### src/rtl/reaction_timer_core.sv
// rtl/reaction_timer_core.sv - reaction-timer trial FSM, ms prescaler, LFSR delay, BCD result
// Optional best-time register enabled by defining BEST_TIME_EN.
module reaction_timer_core #(
    parameter int unsigned TICK_DIV    = 100_000,
    parameter int unsigned MIN_WAIT_MS = 1000,
    parameter logic [15:0] LFSR_SEED   = 16'hACE1
) (
    input  logic        clk,
    input  logic        reset,
    input  logic        start_btn,
    input  logic        react_btn,
    input  logic        test_mode,
    output logic [15:0] digits,
    output logic [15:0] led,
    output logic        result_valid,
    output logic        busy
);
    localparam int PW = (TICK_DIV > 1) ? $clog2(TICK_DIV) : 1;

    localparam logic [2:0] S_IDLE   = 3'd0;
    localparam logic [2:0] S_WAIT   = 3'd1;
    localparam logic [2:0] S_STIM   = 3'd2;
    localparam logic [2:0] S_RESULT = 3'd3;
    localparam logic [2:0] S_FALSE  = 3'd4;

    logic [2:0]    state, state_d;
    logic          start_q, react_q;
    logic [15:0]   lfsr;
    logic [PW-1:0] prescaler;
    logic [15:0]   wait_cnt, wait_d;
    logic [15:0]   bcd, bcd_d;
    logic [15:0]   latched, latched_d;
    logic [15:0]   idle_digits;
    logic [15:0]   digits_d, led_d;
    logic          valid_d, busy_d;
    logic          start_rise, react_rise, tick;
    logic [15:0]   bcd_next;

    assign start_rise = start_btn & ~start_q;
    assign react_rise = react_btn & ~react_q;
    assign tick       = (prescaler == PW'(TICK_DIV - 1));

    function automatic logic [15:0] bcd_inc(input logic [15:0] v);
        logic [15:0] r;
        logic        c;
        r = v;
        c = 1'b1;
        for (int i = 0; i < 4; i++) begin
            if (c) begin
                if (r[i*4 +: 4] == 4'd9) begin
                    r[i*4 +: 4] = 4'd0;
                end else begin
                    r[i*4 +: 4] = r[i*4 +: 4] + 4'd1;
                    c = 1'b0;
                end
            end
        end
        return r;
    endfunction

    assign bcd_next = bcd_inc(bcd);

    always_comb begin
        state_d   = state;
        wait_d    = wait_cnt;
        bcd_d     = bcd;
        latched_d = latched;
        case (state)
            S_IDLE, S_RESULT, S_FALSE: begin
                if (start_rise) begin
                    state_d = S_WAIT;
                    wait_d  = 16'(MIN_WAIT_MS) + (test_mode ? 16'd0 : {5'd0, lfsr[10:0]});
                    bcd_d   = 16'h0000;
                end
            end
            S_WAIT: begin
                // react has priority over the delay expiring: a press on that edge is still early
                if (react_rise) begin
                    state_d = S_FALSE;
                end else if (tick) begin
                    if (wait_cnt == 16'd1) begin
                        state_d = S_STIM;
                        bcd_d   = 16'h0000;
                    end else begin
                        wait_d = wait_cnt - 16'd1;
                    end
                end
            end
            S_STIM: begin
                if (react_rise) begin
                    state_d   = S_RESULT;
                    latched_d = bcd;
                end else if (tick) begin
                    bcd_d = bcd_next;
                    if (bcd_next == 16'h9999) begin
                        state_d   = S_RESULT;
                        latched_d = 16'h9999;
                    end
                end
            end
            default: state_d = S_IDLE;
        endcase
    end

`ifdef BEST_TIME_EN
    logic [15:0] best;

    assign idle_digits = best;

    always_ff @(posedge clk or negedge reset) begin
        if (!reset) begin
            best <= 16'h9999;
        end else if (state_d == S_RESULT && state != S_RESULT &&
                     latched_d != 16'h9999 && latched_d < best) begin
            best <= latched_d;
        end
    end
`else
    assign idle_digits = 16'h0000;
`endif

    // Outputs decode the next state so they change on the same edge as the transition
    always_comb begin
        digits_d = 16'h0000;
        led_d    = 16'h0000;
        valid_d  = 1'b0;
        busy_d   = 1'b0;
        case (state_d)
            S_IDLE:   digits_d = idle_digits;
            S_WAIT:   busy_d = 1'b1;
            S_STIM: begin
                digits_d = bcd_d;
                led_d    = 16'hFFFF;
                busy_d   = 1'b1;
            end
            S_RESULT: begin
                digits_d = latched_d;
                led_d    = 16'h0001;
                valid_d  = 1'b1;
            end
            S_FALSE: begin
                digits_d = 16'hEEEE;
                led_d    = 16'hAAAA;
            end
            default: digits_d = 16'h0000;
        endcase
    end

    always_ff @(posedge clk or negedge reset) begin
        if (!reset) begin
            state        <= S_IDLE;
            start_q      <= 1'b0;
            react_q      <= 1'b0;
            lfsr         <= LFSR_SEED;
            prescaler    <= '0;
            wait_cnt     <= 16'd0;
            bcd          <= 16'h0000;
            latched      <= 16'h0000;
            digits       <= 16'h0000;
            led          <= 16'h0000;
            result_valid <= 1'b0;
            busy         <= 1'b0;
        end else begin
            state        <= state_d;
            start_q      <= start_btn;
            react_q      <= react_btn;
            lfsr         <= {lfsr[14:0], lfsr[15] ^ lfsr[13] ^ lfsr[12] ^ lfsr[10]};
            prescaler    <= (state_d != state || tick) ? '0 : prescaler + 1'b1;
            wait_cnt     <= wait_d;
            bcd          <= bcd_d;
            latched      <= latched_d;
            digits       <= digits_d;
            led          <= led_d;
            result_valid <= valid_d;
            busy         <= busy_d;
        end
    end
endmodule
### config.mk
export PLATFORM = sky130hd
export DESIGN_NAME = reaction_timer_core
export DESIGN_NICKNAME = d
export VERILOG_FILES = /design/src/rtl/reaction_timer_core.sv
export SDC_FILE = /design/constraint.sdc
export NUM_CORES = 1
export LEC_CHECK = 0
export CAP_MARGIN = 40
export CORE_AREA = 2 2 175 134
export CTS_BUF_LIST = sky130_fd_sc_hd__clkbuf_8
export DETAILED_ROUTE_END_ITERATION = 12
export DIE_AREA = 0 0 177 136
export PLACE_DENSITY = 0.45
export SKIP_LAST_GASP = 1
export SYNTH_ARGS = -nofsm -noshare
export SYNTH_HDL_FRONTEND = slang
export SYNTH_SLANG_ARGS = --single-unit
### constraint.sdc
create_clock -name clk -period 6.32 [get_ports clk]
set_input_delay 1.896 -clock clk [delete_from_list [all_inputs] [get_ports clk]]
set_output_delay 1.896 -clock clk [all_outputs]
set_load 0.05 [all_outputs]
==> results.sh <==
export IMPL_worst_pin_slew_ns=0.714
export IMPL_hold_violations=0
export IMPL_routedWlPerCell_um=16.3
export IMPL_layout_cells_non_filler=904
export IMPL_start_util_pct=24.6
export IMPL_cp_cell_sequence="clkdlybuf4s50_1 -> nor2b_1 -> o21ai_0 -> a21o_1 -> nor2_2 -> a222oi_1 -> o21ai_0"
export IMPL_die_area_mm2=0.0241
export IMPL_setup_viol=0
export IMPL_drtPass1Iterations=6
export IMPL_switching_power_uw=653
export IMPL_grt_max_degree=54
export IMPL_diodes=0
export IMPL_worst_setup_path_end_kind="flip-flop"
export IMPL_ys_async_sr_fraction_pct=100
export IMPL_h_tree_depth=3
export IMPL_clock_skew_ns=0.0283
export IMPL_cts_buffers=9
export IMPL_grt_use_total_pct=12.8
export IMPL_antenna_found_initial=0
export IMPL_worst_ir_drop_vdd_mv=0.109
export IMPL_synthCells=583
export IMPL_critPathMaxStageDelay_ns=0.53
export IMPL_yosysUniqueCellTypes=77
export IMPL_overflow=0
export IMPL_area_growth_pct=14.6
export IMPL_drtIter0Drc=414
export IMPL_p_per_area_mw_per_mm2=274
export IMPL_cts_reportedPaths_clkPinSlew_ns=0.11
export IMPL_start_kind="input port"
export IMPL_hold_ws_ns=0.374
export IMPL_synth_edf_count=0
export IMPL_cp_top_family="compound AO/OA/AOI/OAI gates"
export IMPL_critPathKind="input port to flip-flop"
export IMPL_drt_antenna_violating_nets=0
export IMPL_dp_hpwl_um=10300
export IMPL_die_w_um=177
export IMPL_post_cts_buffers=0
export IMPL_io_pins=39
export IMPL_synth_yosys_seq_area_share_pct=48.5
export IMPL_rrSetupSlack_ns=2.71
export IMPL_grt_pass1_vias=4323
export IMPL_portBuffers=38
export IMPL_power_share_clock_pct=25.0
export IMPL_wl_um=14700
export IMPL_nets=608
export IMPL_drive_gt1_share_pct=8.77
export IMPL_synth_seq_cells=107
export IMPL_rows=48
export IMPL_seqCellArea_mm2=0.00269
export IMPL_clockBufferDepth=2
export IMPL_cts_resized=0
export IMPL_drcViolationCount=0
export IMPL_p_int_mw=1.09
export IMPL_critPathSlowestCell="nor2b_1"
export IMPL_finish_instance_area_mm2=0.00635
export IMPL_die_h_um=136
export IMPL_routed_via_density=4.91
export IMPL_critPathMaxFanout=10
export IMPL_netSwitchingFraction_pct=37.5
export IMPL_max_slew_margin_rel_pct=52.3
export IMPL_seq_power_share_pct=46.2
export IMPL_grt_pass1_wl_um=24200
export IMPL_fill_cells=2361
export IMPL_gp_congestion=0.827
export IMPL_min_from="lfsr[14]"
export IMPL_period_share_pct=66.9
export IMPL_dpl_instance_area_mm2=0.00615
export IMPL_crit_path_frequent_cell="o21ai_0"
export IMPL_tns_ns=0
export IMPL_hold_class="flip-flop to flip-flop"
export IMPL_rsz0062_at_grt="false"
export IMPL_clk_latency_ns=0.40
export IMPL_fin_crit_ns=4.23
export IMPL_numPlacedInstances=888
export IMPL_p_leak_nw=2.55
export IMPL_cap_violations=0
export IMPL_syn_cell_area_mm2=0.00554
export IMPL_synth_avg_cell_area_um2=9.50
export IMPL_ys_flop_type="dfrtp_1"
export IMPL_vias=4436
export IMPL_reg2reg_from="bcd[0]"
export IMPL_arrival_ns=4.53
export IMPL_fmax_mhz=237
export IMPL_synthTopCellsByArea="dfrtp_1, nor2_1, nand2_1, dfstp_2, o21ai_0"
export IMPL_report_final_slew_viol_count=0
export IMPL_cts_sinks=107
export IMPL_syn_num_nets=592
export IMPL_run_status="finished, final reports clean"
export IMPL_synth_warning_count=0
export IMPL_synth_top_area_share_pct=44.7
export IMPL_crit_required_ns=6.62
export IMPL_cts_root_buf="clkbuf_8"
export IMPL_multi_input_area_mm2=0.00257
export IMPL_critPathLaunch="react_btn"
export IMPL_p_comb_share_pct=28.8
export IMPL_cp_num_buf_inv=1
export IMPL_core_mm2=0.0225
export IMPL_cts_tree="done"
export IMPL_yosys_area_top_type="dfrtp_1"
export IMPL_hold_buffers=0
placed cells by master (no fill, tap or decap), types with 6 or more instances in the layout:
| master | synthesis | routed |
|---|---|---|
| nand3_1 | 16 | 16 |
| nor3_1 | 10 | 10 |
| xnor2_1 | 14 | 14 |
| clkbuf_8 | 0 | 9 |
| dfrtp_1 | 99 | 99 |
| nor2_1 | 70 | 70 |
| nand2_1 | 58 | 58 |
| a21oi_1 | 31 | 31 |
| nand2b_1 | 7 | 7 |
| nor2b_1 | 14 | 14 |
| o21ai_0 | 35 | 35 |
| dfstp_2 | 8 | 8 |
| nand4_1 | 9 | 9 |
| clkdlybuf4s50_1 | 0 | 37 |
| inv_1 | 18 | 19 |
| xor2_1 | 12 | 12 |
| nor4_1 | 8 | 8 |
| o22a_1 | 7 | 7 |
| or3_1 | 6 | 6 |
power groups by stage:
stage,Combinational (mW),Clock (mW),Sequential [mW]
4_1_cts,0.504,0.459,0.803
6_report,0.501,0.434,0.803
3_3_place_gp,0.500,0,0.814
5_1_grt,0.548,0.479,0.815
2_1_floorplan,0.295,0,0.870
3_5_place_dp,0.501,0,0.816
sequential cells by signal (all words and copies together) (netlist names), 3 cells and up:
signal / cells
bcd: 16
latched: 16
state: 3
prescaler: 17
led: 3
wait_cnt: 16
digits: 16
lfsr: 16
area by class of cell:
| class | count | area share (%) |
|---|---|---|
| flip-flops and latches | 107 | 42.3 |
| clock buffers | 9 | 1.95 |
| repair buffers | 44 | 7.04 |
| multi-input cells | 418 | 40.4 |
| clock inverters | 7 | 1.20 |
| inverters | 19 | 1.12 |
| well taps | 300 | 5.91 |
stage by stage:
stage | util, % | total power, mW | worst slack [ns]
6_report | 28.2 | 1.74 | 2.09
5_1_grt | 28.2 | 1.84 | 1.88
4_1_cts | 28.2 | 1.77 | 2.14
3_5_place_dp | 27.3 | 1.32 | 1.72
3_3_place_gp | 27.1 | 1.31 | 1.60
2_1_floorplan | - | 1.16 | 2.78
Yosys cell counts (8+ instances only):
| library cell | n |
|---|---|
| a21oi_1 | 31 |
| buf_4 | 15 |
| clkbuf_1 | 19 |
| dfrtp_1 | 99 |
| dfstp_2 | 8 |
| inv_1 | 18 |
| nand2_1 | 58 |
| nand3_1 | 16 |
| nand4_1 | 9 |
| nor2_1 | 70 |
| nor2b_1 | 14 |
| nor3_1 | 10 |
| nor4_1 | 8 |
| o21ai_0 | 35 |
| xnor2_1 | 14 |
| xor2_1 | 12 |
layer usage:
layer	track usage, %	vias up	share of wire [%]
met4	3.58	0	1.2
met1	19.3	2190	52
met3	3.02	14	6.0
li1	-	2089	-
met5	0	-	0
met2	17.9	143	41
worst reg2reg max path: cells and delay by family (launching register included):
kind	cells	cell delay [ns]
simple gates	4	1.59
mux	1	0.43
flops	1	0.68
compound gates	2	0.79
cells by family after synthesis:
family                     Yosys count  share of synthesized area (%)
and+or+nand+nor                    247                           23.8
AOI/OAI and AO/OA                  134                           16.2
DFF                                107                           48.5
buffers and inverters               58                           5.17
xor gates and xnor gates            26                           4.11
muxes                                7                           1.31
adders and majority gates            4                          0.903
final timing paths:
check,endpoint,cells past startpoint
max,digits[3],7
min,lfsr[15],0
max reg2reg,digits[3],7
min reg2reg,lfsr[15],0
max in group asynchronous,latched[0],2
min in group asynchronous,lfsr[4],1
No activity file was read; power rests on OpenSTA's default activity.
